$ cat src/rtl/inc_sequencer.sv
// Registered BASE..LIMIT value sequencer with valid/ready output, built on the
// IncC prefix incrementer (package lau_pkg and IncC are carried in this file).

package lau_pkg;
  typedef enum logic [1:0] {SLOW, MEDIUM, FAST} speed_t;
endpackage

// Prefix incrementer: Z = A + CI, CO = carry out. The prefix AND chain over
// {A, CI} is shaped by speed: Sklansky (FAST), Brent-Kung (MEDIUM), serial (SLOW).
module IncC #(
  parameter int             width = 8,
  parameter lau_pkg::speed_t speed = lau_pkg::FAST
) (
  input  logic [width-1:0] A,
  input  logic             CI,
  output logic [width-1:0] Z,
  output logic             CO
);

  localparam int N = width + 1;
  localparam int L = $clog2(N);

  always_comb begin : prefix
    logic [N-1:0] p;
    p = {A, CI};
    if (speed == lau_pkg::SLOW) begin
      for (int unsigned i = 1; i < N; i++)
        p[i] = p[i] & p[i-1];
    end else if (speed == lau_pkg::MEDIUM) begin
      // Up-sweep builds power-of-two spans, down-sweep fills the gaps in place.
      for (int unsigned l = 0; l < L; l++)
        for (int unsigned i = 0; i < N; i++)
          if ((i + 1) % (2 << l) == 0)
            p[i] = p[i] & p[i - (1 << l)];
      for (int unsigned k = 0; k + 1 < L; k++)
        for (int unsigned i = 0; i < N; i++)
          if (((i + 1) % (2 << (L - 2 - k)) == (1 << (L - 2 - k))) &&
              (i >= (2 << (L - 2 - k))))
            p[i] = p[i] & p[i - (1 << (L - 2 - k))];
    end else begin
      for (int unsigned l = 0; l < L; l++)
        for (int unsigned i = 0; i < N; i++)
          if (((i >> l) & 1) == 1)
            p[i] = p[i] & p[((i >> l) << l) - 1];
    end
    Z  = A ^ p[N-2:0];
    CO = p[N-1];
  end

endmodule

module inc_sequencer #(
  parameter int             width = 8,
  parameter lau_pkg::speed_t speed = lau_pkg::FAST
) (
  input  logic             CLK,
  input  logic             RST,
  input  logic             START,
  input  logic [width-1:0] BASE,
  input  logic [width-1:0] LIMIT,
  input  logic             WRAP,
  output logic             VALID,
  input  logic             READY,
  output logic [width-1:0] Z,
  output logic             LAST,
  output logic             BUSY,
  output logic             DONE,
  output logic             OVF
);

  localparam logic [0:0] IDLE = 1'b0;
  localparam logic [0:0] RUN  = 1'b1;

  logic [0:0]       state;
  logic [width-1:0] cnt;
  logic [width-1:0] lim;
  logic             wrap_q;
  logic             ovf_q;
  logic             done_q;
  logic [width-1:0] nxt;
  logic             co;
  logic             run;
  logic             fire;
  logic             at_lim;

  assign run    = (state == RUN);
  assign at_lim = (cnt == lim);
  assign fire   = run & READY;

  IncC #(.width(width), .speed(speed)) u_inc (
    .A  (cnt),
    .CI (fire),
    .Z  (nxt),
    .CO (co)
  );

  always_ff @(posedge CLK or posedge RST) begin
    if (RST) begin
      state  <= IDLE;
      cnt    <= '0;
      lim    <= '0;
      wrap_q <= 1'b0;
      ovf_q  <= 1'b0;
      done_q <= 1'b0;
    end else begin
      done_q <= 1'b0;
      case (state)
        IDLE: begin
          if (START) begin
            cnt    <= BASE;
            lim    <= LIMIT;
            wrap_q <= WRAP;
            ovf_q  <= 1'b0;
            state  <= RUN;
          end
        end
        default: begin
          if (fire) begin
            if (at_lim) begin
              state  <= IDLE;
              done_q <= 1'b1;
            end else if (co && !wrap_q) begin
              // cnt keeps the all-ones value that overflowed
              ovf_q <= 1'b1;
              state <= IDLE;
            end else begin
              cnt <= nxt;
            end
          end
        end
      endcase
    end
  end

  assign VALID = run;
  assign BUSY  = run;
  assign Z     = cnt;
  assign LAST  = run & at_lim;
  assign DONE  = done_q;
  assign OVF   = ovf_q;

endmodule

$ cat config.mk
export PLATFORM = sky130hd
export DESIGN_NAME = inc_sequencer
export DESIGN_NICKNAME = d
export VERILOG_FILES = /design/src/rtl/inc_sequencer.sv
export SDC_FILE = /design/constraint.sdc
export NUM_CORES = 1
export LEC_CHECK = 0
export BUFFER_PORTS_ARGS = -buffer_cell sky130_fd_sc_hd__buf_2
export CAP_MARGIN = 15
export CORE_MARGIN = 8
export CORE_UTILIZATION = 49
export DETAILED_ROUTE_END_ITERATION = 6
export GPL_TIMING_DRIVEN = 0
export PLACE_DENSITY = 0.84
export SLEW_MARGIN = 20
export SYNTH_ARGS = -nofsm -noshare
export SYNTH_HDL_FRONTEND = slang
export SYNTH_SLANG_ARGS = --single-unit
$ cat constraint.sdc
create_clock -name CLK -period 2.85 [get_ports CLK]
set_clock_uncertainty 0.2 [all_clocks]
set_input_delay 0.1425 -clock CLK [delete_from_list [all_inputs] [get_ports CLK]]
set_output_delay 0.1425 -clock CLK [all_outputs]
set_load 0.005 [all_outputs]
Yosys cells after proc, flatten, opt, wreduce, memory -nomap -nowiden --
Index checks and enable logic that the tools add are counted.
Storage, ports and cells: bits in registers 20, bits of input ports 21, logic and storage cells 52
Operators by class: eq/ne operators 5, mux-type cells 18, bitwise operators 17, reductions and logical operators 6
Operators by type and width (number):
- 2-to-1 mux 8 bit | 5
- AND 1 bit | 15
- 2-to-1 mux 1 bit | 13
- == test 8 bit | 1
- AND reduction 4 bit | 2
- XOR 8 bit | 1
- != test 2 x 1 -> 1 bit, second input constant | 2
- != test 2 bit, second input constant | 2
- AND reduction 2 bit | 1
- nonzero test 2 bit | 1
- logical AND 1 bit | 1
- zero test 1 bit | 1
- NOT 1 bit | 1

Logic depth before layout (Yosys ltp) --
Gate-level depths: netlist of the first run.
depth after elaboration 10, gate-level depth with buffers 11

Hierarchy --
A second synthesis of the first run with hierarchy kept.
Second synthesis, totals: cell total of the unflattened synthesis 108, area total of the unflattened synthesis 1122.3 um^2
By module, submodules not included:
- inc_sequencer | instances 1, cells an instance 91, area each 980.9 um^2, seq. area each 500.5 um^2
- IncC | instances 1, cells an instance 17, area each 141.4 um^2, seq. area each 0.0 um^2

Least setup slack after synthesis of the first run --
Ideal clock, no wire load.
path kind flip-flop to flip-flop, start register state (netlist: BUSY), end register cnt[4] (netlist: Z[4]), library setup time 131 ps, arrival time 2269 ps, path slack 250 ps, cell stages (with the launch flop) 12, buffers on the path 0, period minus slack after synthesis 2600 ps, cells stage by stage dfrtp_1 -> and2_1 -> ha_1 -> and3_1 -> and3_1 -> and3_1 -> ha_1 -> nor2b_1 -> nand2b_1 -> a21oi_2 -> nand2b_4 -> a22oi_2
On the way: word-level cells in the longest chain between the ends 9
RTL lines:
- start: declaration | RTL line 74 | logic [0:0] state;
- start signal: assignment | RTL line 99 | state <= IDLE;
- start signal: assignment | RTL line 114 | state <= RUN;
- start signal: assignment | RTL line 120 | state <= IDLE;
- AND 1 bit | RTL line 88 | assign fire = run & READY;
- AND 1 bit (3 in a row) | RTL line 44 | p[i] = p[i] & p[((i >> l) << l) - 1];
- XOR 8 bit | RTL line 46 | Z = A ^ p[N-2:0];
- 2-to-1 mux 8 bit | RTL line 122 | end else if (co && !wrap_q) begin
- 2-to-1 mux 8 bit | RTL line 119 | if (at_lim) begin
- 2-to-1 mux 8 bit | RTL line 118 | if (fire) begin
- 2-to-1 mux 8 bit | RTL line 107 | case (state)
- end signal: assignment | RTL line 127 | cnt <= nxt;
- end: declaration | RTL line 75 | logic [width-1:0] cnt;
Several ways; a longest one is shown, not always the timed one. The select of a mux whose other input is x is not followed. A chain may end at the register's enable or synchronous reset.

Worst setup path after layout of the first run --
start register state (netlist: BUSY), end register cnt[7] (netlist: Z[7])
The elaborated chain is that of the path after synthesis.

==> results of run 1 <==
==> how the worst min path moves through the flow <==
| stage | to | cells past startpoint |
|---|---|---|
| after floorplan | BUSY | 1 |
| after global placement | lim[2] | 2 |
| after detailed placement | wrap_q | 2 |
| after CTS | Z[5] | 4 |
| after global routing | Z[6] | 3 |
| final | Z[6] | 3 |
==> cells in the mapped netlist (all sizes together) <==
library cell  instances
o21ai                 2
buf                   1
o32ai                 1
clkbuf                4
nand2                30
xor2                  8
a21oi                 7
a22oi                 1
nor2b                 2
dfrtp                20
a211oi                2
mux2                  1
nand3                 1
a41oi                 1
inv                   4
ha                    4
nand4                 1
a31oi                 2
nor4                  2
nand2b                2
xnor2                 1
nor3                  6
and2                  1
o22ai                 1
mux2i                 4
and3                  3
nor2                  3
==> what timing repair did <==
action,CTS,global route
pin swaps,0,1
setup buffers,0,2
endpoints found under the hold margin,37,0
resized for setup,1,2
cloned,0,1
hold buffers,17,0
endpoints found under the setup margin,6,8
==> cell usage in the layout, fill, tap and decap left out, types with 2 or more instances in the layout <==
cell type / netlist / layout
dfrtp_1: 20 / 20
buf_2: 0 / 33
nor2b_1: 2 / 2
and3_1: 3 / 3
nor2_1: 3 / 3
inv_1: 4 / 4
buf_4: 1 / 3
xor2_1: 8 / 8
a21oi_1: 6 / 6
a31oi_1: 2 / 2
mux2i_1: 4 / 4
ha_1: 4 / 4
nor4_2: 2 / 2
nand2_1: 29 / 29
dlygate4sd3_1: 0 / 17
nor3_1: 6 / 6
clkbuf_1: 4 / 4
clkbuf_4: 0 / 3
==> area by class of cell <==
type | instances | area (sq um)
Fill cell | 180 | 614
Timing Repair Buffer | 52 | 350
Clock buffer | 4 | 36.3
Tap cell | 28 | 35.0
Sequential cell | 20 | 500
Buffer | 5 | 22.5
Multi-Input combinational cell | 87 | 574
Inverter | 4 | 15.0
==> per-stage QoR <==
step | setup WS, ns | hold WS [ns] | utilization, % | TNS [ns]
after floorplan | 0.250 | -0.0937 | - | 0
after global placement | 0.0612 | 0.0955 | 59.9 | 0
after detailed placement | -0.0180 | 0.110 | 59.9 | -0.0291
after CTS | 0.0354 | 0.00857 | 69.8 | 0
after global routing | -0.0388 | 0.0126 | 71.4 | -0.0762
final | 0.127 | 0.0103 | 71.4 | 0
==> registers in the layout (all words and copies together), names as in the netlist <==
name / count
Z: 8
lim: 8
BUSY: 1
DONE: 1
OVF: 1
wrap_q: 1
==> where the power goes <==
group	internal (mW)	switching, mW	leakage (nW)
Sequential	0.403	0.130	0.238
Clock	0.0778	0.0840	0.0210
Combinational	0.279	0.315	0.517
Total	0.759	0.530	0.777
==> per-layer routing <==
| layer | GRT usage [%] | vias to the layer above | routed length [microns] |
|---|---|---|---|
| li1 | - | 508 | - |
| met1 | 15.8 | 486 | 1200 |
| met2 | 26.1 | 34 | 1540 |
| met3 | 3.89 | 4 | 173 |
| met4 | 5.98 | 0 | 31 |
| met5 | 0 | - | 0 |
==> worst register-to-register path: stages, from the launching register on <==
cell      delay (ns)
dfrtp_1         0.40
and2_1          0.20
ha_1            0.21
and3_1          0.18
and3_1          0.21
and3_1          0.18
ha_1            0.16
nor2b_1         0.15
nand2b_2        0.24
a21oi_4         0.20
nand2b_4        0.20
a21oi_1         0.09
==> cell families after synthesis <==
logic type | after synthesis
multiplexers | 5
buffers and inverters | 9
XOR/XNOR | 9
adder cells (fa/ha/maj) | 4
AND/OR/NAND/NOR | 51
AO/OA/AOI/OAI | 17
flip-flops | 20
==> summary.txt, run 1 <==
Yosys
  • Synth Warn #: 0
  • Post-Synthesis Cells: approximately 120
  • Mapped Avg Cell Area: around 9.4 sq um
  • Main combinational cell family by area after synthesis: simple AND/OR/NAND/NOR gates
  • Adder-cell share of the synthesized area: under 10%
  • Synth Area in Compound Gates: about 11%
  • Share of the synthesized area in the top cell type: between 40% and 50%
  • Synth top area cells: dfrtp_1, nand2_1, xor2_1, ha_1, mux2i_1
  • Sequential element share of the synthesized area: between 40% and 50%
  • Simple-gate share of the synthesized area: between 20% and 30%
  • Cell Area, Synth: between 1000 and 1500 sq um
  • Seq cells post-synth: 20
  • Cell taking the most area after synthesis: dfrtp_1
  • Xor/xnor cell area share of the yosys netlist: 7.26%
  • Syn Nets: 140
  • Mux cell area share after synthesis: about 4.7%
  • Netlist cell types: 32

Routing
  • Final ANT Viol Nets: 0
  • DRC: 0
  • DR pass1 iterations: 4
  • 1st-iter DRT viols: 39
  • Final WL: around 2.9 mm
  • Vias/cell: approximately 5.2
  • Routed length per instance: 14.7 microns
  • Total number of vias: ~1,000

Placed design
  • Dpl hpwl: between 1.5 and 2 mm
  • Cells after DPL: 176
  • Port bufs: 33
  • RePlAce Congestion: 0.824
  • Area after DPL: 1290 sq um

Worst setup path
  • CP Capture Point: Z[7]
  • Crit path max-delay family: simple AND/OR/NAND/NOR gates
  • CP Capture Type: register
  • CP Data Arrival Time: between 2 and 3 ns
  • Critical path buffer and inverter count: 0
  • Critical Path Max Stage Delay: roughly 0.40 ns
  • CP Class: register to register
  • Most frequent CP cell: and3_1
  • R2r endpoint: Z[7]
  • Crit path launch: BUSY
  • CP max stage cell: dfrtp_1
  • R2R cell count: 11
  • Cell depth of the worst setup path: 11
  • Slack of the worst reg-to-reg path: ~0.13 ns
  • CP max FO: 5
  • CP Cell Sequence: and2_1 > ha_1 > and3_1 > and3_1 > and3_1 > ha_1 > nor2b_1 > nand2b_2 > a21oi_4 > nand2b_4 > a21oi_1
  • CP required: ~2.8 ns
  • Reg2reg start: BUSY
  • CP Launch Type: register

Hold path
  • Hold Crit Start: START
  • Hold Path Class: primary input to register

Pwr
  • Total Power: roughly 1.3 mW
  • Power density over the cells: 840 nW/um^2
  • Leak Pwr: slightly below 0.8 nW
  • Worst VDD drop: roughly 570 uV

Clock network
  • Clk_lat worst skew: around 0.3 ns
  • CTS clk-pin slew, worst paths: roughly 0.1 ns
  • CTS tree: yes
  • H-tree levels: 1
  • TritonCTS buffer count: 3
  • Root Buffer: clkbuf_4
  • Clock Path Buffers: 2
  • Clk sink count: 20

GRT
  • GRT Overall Usage: around 15%
  • Grt total ovfl: 0
  • First-pass GRT wire length: roughly 4.8 mm
  • Number of global-route vias before repair: about 1,100
  • Largest net degree at the start of global routing: 21
  • Initial antenna violation count: 0

Floorplan
  • Starting density of the core: between 50% and 60%
  • Total Die Area: around 4000 sq um
  • I/O pins: 34
  • Die height: 63.1 microns
  • Num rows: 17
  • Core area: 2150 sq um
  • Die width: 63.1 microns

Run
  • Max-cap violations: 0

STA
  • Final hold viol count: 0
  • # setup viols final: 0
  • Worst-Margin Slew: about 0.87 ns
  • Slew Viols, Final: 0
  • Period utilisation layout: a little over nine tenths
  • Final min period: 2.72 ns
  • Max Freq: ~370 MHz
  • Worst relative slew slack: a little over two fifths

Layout
  • N_diodes: 0
  • Final instance area: around 1500 sq um
  • Layout cells sized above 1: between 20% and 30%
  • Synth-to-Final Area Change: 41.2%
  • Non-filler cells, final: 200
  • Final #Nets: just under 200

Run status
  • Status: completed
Note: power is estimated with default switching activity, not from simulation.
==> run 2, diff against run 1 <==
--- a/config.mk
+++ b/config.mk
@@ -12,6 +12,7 @@
 export DETAILED_ROUTE_END_ITERATION = 6
 export GPL_TIMING_DRIVEN = 0
 export PLACE_DENSITY = 0.84
+export REMOVE_ABC_BUFFERS = 1
 export SLEW_MARGIN = 20
 export SYNTH_ARGS = -nofsm -noshare
 export SYNTH_HDL_FRONTEND = slang
==> run 2 against run 1 <==
Effect of this change: register-to-register slack better by 0.04 ns; first-iteration DRC count fell by 28%; worst setup slack worse by 0.028 ns; combinational power increased by 3%; largest power group unchanged; sequential share of layout area decreased by 0.37 points; critical endpoint is now Z[6].
==> summary.txt, run 2 (synthesis gave the netlist of run 1 again) <==
Run status
  • Status: completed

Clock network
  • TritonCTS buffer count: 3
  • H-tree levels: 1
  • Root Buffer: clkbuf_4
  • Clock Path Buffers: 2
  • Clk_lat worst skew: between 0.3 and 0.4 ns
  • CTS clk-pin slew, worst paths: 0.11 ns
  • Clk sink count: 20
  • CTS tree: yes

Routing
  • Vias/cell: 5.47
  • Total number of vias: roughly 1,100
  • Routed length per instance: 16.6 microns
  • DRC: 0
  • Final WL: between 3 and 4 mm
  • 1st-iter DRT viols: 28
  • DR pass1 iterations: 4
  • Final ANT Viol Nets: 0

STA
  • Slew Viols, Final: 0
  • Final hold viol count: 0
  • Final setup margin: 0.0992 ns
  • Worst-Margin Slew: a little under 0.9 ns
  • Max Freq: ~360 MHz
  • Hold Worst Slack: 0.0197 ns
  • Period utilisation layout: roughly 97%
  • RSZ-0062 raised after global routing: no
  • Setup TNS: 0 ns
  • # setup viols final: 0
  • Final min period: 2.75 ns
  • Worst relative slew slack: between 40% and 50%

Pwr
  • Total Power: between 1 and 1.5 mW
  • Power density over the cells: roughly 850 nW/um^2
  • Leak Pwr: 0.785 nW
  • Worst VDD drop: around 510 uV

Floorplan
  • Starting density of the core: between 50% and 60%
  • Core area: 2150 sq um
  • Total Die Area: a little under 4000 sq um
  • Die width: approximately 63 microns
  • I/O pins: 34
  • Die height: between 60 and 70 microns
  • Num rows: 17

Worst setup path
  • R2R cell count: 11
  • CP Cell Sequence: dlygate4sd3_1 > buf_2 > and2_4 > ha_1 > and3_4 > and3_1 > and3_1 > ha_1 > nor2b_2 > nand2b_4 > a211oi_4 > xnor2_1 > a21oi_1
  • Crit path launch: READY
  • CP max stage cell: dlygate4sd3_1
  • CP Capture Type: register
  • Slack of the worst reg-to-reg path: 0.17 ns
  • Critical path buffer and inverter count: 2
  • CP Data Arrival Time: about 2.8 ns
  • Reg2reg start: BUSY
  • CP max FO: 3
  • Cell depth of the worst setup path: 13
  • Crit path max-delay family: simple AND/OR/NAND/NOR gates
  • Critical Path Max Stage Delay: roughly 0.53 ns
  • R2r endpoint: Z[6]
  • CP Launch Type: primary input
  • CP Class: primary input to register
  • CP required: around 2.9 ns

Hold path
  • Hold path cells: 3
  • Hold Crit Start: BASE[4]
  • Worst Hold Endpoint: Z[4]
  • Hold Path Class: primary input to register

Layout
  • Synth-to-Final Area Change: 43.2%
  • Layout cells sized above 1: about a third
  • Most common cell after layout, fill and taps aside: buf_2
  • Non-filler cells, final: around 200
  • Final instance area: about 1600 sq um
  • Layout Utilization: between 70 and 80%
  • Final #Nets: around 200
  • Most frequent cells in the layout: buf_2, nand2_1, dfrtp_1
  • N_diodes: 0

Placed design
  • Cells after DPL: approximately 170
  • Dpl hpwl: 2.01 mm
  • RePlAce Congestion: ~0.80
  • Area after DPL: ~1300 sq um
  • Pre-CTS setup slack: -0.239 ns
  • Port bufs: 33

GRT
  • First-pass GRT wire length: about 5 mm
  • GRT Overall Usage: roughly 16%
  • Initial antenna violation count: 0
  • Largest net degree at the start of global routing: 21
  • Grt total ovfl: 0
  • Number of global-route vias before repair: roughly 1,100

Run
  • Max-cap violations: 0
run 2: changes by cell type in the layout (fill, tap and decap cells not counted), sizes merged:
cell,previous run,this run
buf,36,37
dlygate4sd3,17,18
clkbuf,8,4
run 2: worst min-delay path: stages:
cell and delay, ns:
buf_2 0.08, o21ai_0 0.09, a22oi_2 0.18
run 2: repair_timing:
action,CTS,global route
gates resized for setup,2,7
cloned,0,1
hold buffers,18,0
buffers inserted,2,2
hold endpoints to repair,37,0
setup endpoints to repair,8,8
pin swaps,1,2
run 2: routing by layer:
metal / track usage (%) / routed length [microns]
met1: 15.5 / 1220
met2: 27.7 / 1730
met3: 3.89 / 193
met4: 10.8 / 144
met5: 0 / 0
run 2: layout make-up:
type | count | area (sq um)
clock buffers | 4 | 36.3
fillers | 162 | 593
inverters | 4 | 15.0
multi-input cells | 87 | 592
flip-flops and latches | 20 | 502
well taps | 28 | 35.0
repair buffers | 55 | 375
run 2: worst max-delay path by stage:
stage,end,slack [ns]
CTS,Z[4],0.04
floorplan,Z[4],0.07
detailed placement,Z[4],-0.24
global placement,Z[4],-0.15
global route,Z[6],0.008
finish,Z[6],0.1
run 2: power breakdown:
group	total, mW	switching (mW)	internal (mW)	leakage, nW
registers	0.534	0.131	0.403	0.238
logic	0.612	0.329	0.283	0.526
clock network	0.171	0.0928	0.0781	0.0210
total	1.32	0.552	0.765	0.785
==> run 3, diff against run 2 <==
--- a/config.mk
+++ b/config.mk
@@ -7,11 +7,13 @@
 export LEC_CHECK = 0
 export BUFFER_PORTS_ARGS = -buffer_cell sky130_fd_sc_hd__buf_2
 export CAP_MARGIN = 15
+export CELL_PAD_IN_SITES_DETAIL_PLACEMENT = 0
+export CELL_PAD_IN_SITES_GLOBAL_PLACEMENT = 1
 export CORE_MARGIN = 8
-export CORE_UTILIZATION = 49
+export CORE_UTILIZATION = 37
 export DETAILED_ROUTE_END_ITERATION = 6
 export GPL_TIMING_DRIVEN = 0
-export PLACE_DENSITY = 0.84
+export PLACE_DENSITY = 0.85
 export REMOVE_ABC_BUFFERS = 1
 export SLEW_MARGIN = 20
 export SYNTH_ARGS = -nofsm -noshare
==> run 3 against run 2 <==
Effect of this change: worst setup slack better by 0.015 ns; register-to-register slack better by 0.04 ns; maximum frequency up 0.56%; largest cell class unchanged; largest power group unchanged.
==> summary.txt, run 3 (synthesis gave the netlist of run 1 again) <==
Routing
  • Total number of vias: ~1,000
  • Final WL: 3.05 mm
  • Vias/cell: 5.13
  • Final ANT Viol Nets: 0
  • DRC: 0
  • 1st-iter DRT viols: 25
  • Routed length per instance: 15.3 microns
  • DR pass1 iterations: 4

Worst setup path
  • Critical Path Max Stage Delay: 0.53 ns
  • CP Data Arrival Time: between 2 and 3 ns
  • CP Class: primary input to register
  • CP max FO: 8
  • CP Capture Type: register
  • CP Launch Type: primary input
  • CP Cell Sequence: dlygate4sd3_1 > buf_2 > and2_4 > ha_2 > and3_4 > and3_1 > and3_1 > ha_1 > nor2b_2 > nand2b_4 > a21oi_4 > nand2b_4 > a22oi_2
  • CP max stage cell: dlygate4sd3_1
  • CP required: between 2 and 3 ns

Pwr
  • Net Sw Power: 519 uW
  • Part of the power in combinational logic: a little under half
  • Power density over the cells: roughly 820 nW/um^2
  • Int Power: between 700 and 800 uW
  • Flop pwr share: a little over two fifths
  • Total Power: roughly 1.3 mW
  • Clock share of power: a little over a tenth
  • Leak Pwr: 0.775 nW
  • Worst VDD drop: about 560 uV
  • Net Sw Frac: 41.3%

STA
  • Slew Viols, Final: 0
  • Final setup margin: ~0.11 ns
  • Max Freq: ~370 MHz
  • Final hold viol count: 0
  • # setup viols final: 0
  • Period utilisation layout: 96.0%
  • Final min period: approximately 2.7 ns
  • RSZ-0062 raised after global routing: no
  • Worst-Margin Slew: between 0.7 and 0.8 ns
  • Worst relative slew slack: between 40 and 50%

Placed design
  • Dpl hpwl: 1.99 mm
  • Area after DPL: around 1300 sq um
  • Pre-CTS setup slack: -0.273 ns
  • Cells after DPL: 174
  • Port bufs: 33
  • RePlAce Congestion: roughly 0.8

GRT
  • Number of global-route vias before repair: around 1,200
  • First-pass GRT wire length: 5.27 mm
  • Grt total ovfl: 0
  • GRT Overall Usage: 12.7%
  • Initial antenna violation count: 0
  • Largest net degree at the start of global routing: 21

Clock network
  • CTS clk-pin slew, worst paths: around 0.11 ns
  • Root Buffer: clkbuf_4
  • H-tree levels: 1
  • TritonCTS buffer count: 3
  • CTS tree: yes
  • Clock Path Buffers: 2
  • Clk_lat worst skew: 0.30 ns
  • Clk sink count: 20

Layout
  • Reg area: ~500 sq um
  • Synth-to-Final Area Change: 41.4%
  • Final #Nets: between 150 and 200
  • Non-filler cells, final: 199
  • Fillcell total: between 200 and 300
  • Final instance area: about 1500 sq um
  • Multi-input logic area: 578 sq um
  • Layout cells sized above 1: between 30% and 40%
  • N_diodes: 0
  • Most common cell after layout, fill and taps aside: buf_2
  • Most frequent cells in the layout: buf_2, nand2_1, dfrtp_1

Hold path
  • Hold Path Class: primary input to register

Run status
  • Status: completed

Floorplan
  • Num rows: 19
  • Die width: 70.2 microns
  • I/O pins: 34
  • Starting density of the core: approximately two fifths
  • Total Die Area: 4920 sq um
  • Die height: around 70 microns
  • Core area: roughly 2800 sq um

Run
  • Max-cap violations: 0
run 3: path summary, 6_finish.rpt:
check / start / end / slack [ns] / cells past startpoint
setup reg to reg: BUSY / Z[4] / 0.21 / 11
setup / recovery: READY / Z[4] / 0.11 / 13
hold / removal: BASE[4] / Z[4] / 0.03 / 3
min in group asynchronous: RST / lim[5] / 0.31 / 3
hold reg to reg: lim[0] / lim[0] / 0.30 / 2
max in group asynchronous: RST / BUSY / 1.61 / 3
run 3: final cells by class:
class / instances / share of cell area [%]
Multi-Input combinational cell: 86 / 37.7
Sequential cell: 20 / 32.7
Timing Repair Buffer: 55 / 24.7
Tap cell: 31 / 2.53
Clock buffer: 3 / 1.47
Inverter: 4 / 0.978
run 3: power groups by stage:
stage	clock, mW	combinational, mW	sequential (mW)
after floorplan	0	0.352	0.525
after global placement	0	0.489	0.546
after detailed placement	0	0.505	0.554
after CTS	0.138	0.569	0.529
after global routing	0.154	0.673	0.554
final	0.136	0.585	0.535
run 3: repair_timing:
| item | 4_1_cts | 5_1_grt |
|---|---|---|
| pin swaps | 1 | 1 |
| endpoints found under the hold margin | 37 | 0 |
| buffers inserted | 3 | 1 |
| gates resized for setup | 2 | 7 |
| hold buffers | 18 | 0 |
| endpoints found under the setup margin | 8 | 8 |
run 3: through the flow:
step	util, %	TNS [ns]	hold slack (ns)
after floorplan	-	0	-0.0937
after global placement	45.6	-1.40	0.107
after detailed placement	45.7	-1.90	0.126
after CTS	54.1	0	0.0213
after global routing	55.2	0	0.0479
final	55.2	0	0.0268
run 3: metal layers:
layer | vias up | global-route usage [%] | wire (microns)
met5 | - | 0 | 0
met4 | 0 | 1.56 | 36
met3 | 4 | 5.51 | 236
met2 | 36 | 22.7 | 1560
met1 | 481 | 13.9 | 1220
li1 | 500 | - | -
run 3: critical path: cells and delay by family:
kind / cells / cell delay (ns)
compound gates: 2 / 0.31
buf+inv: 2 / 0.67
simple gates: 7 / 1.26
fa+ha+maj: 2 / 0.35
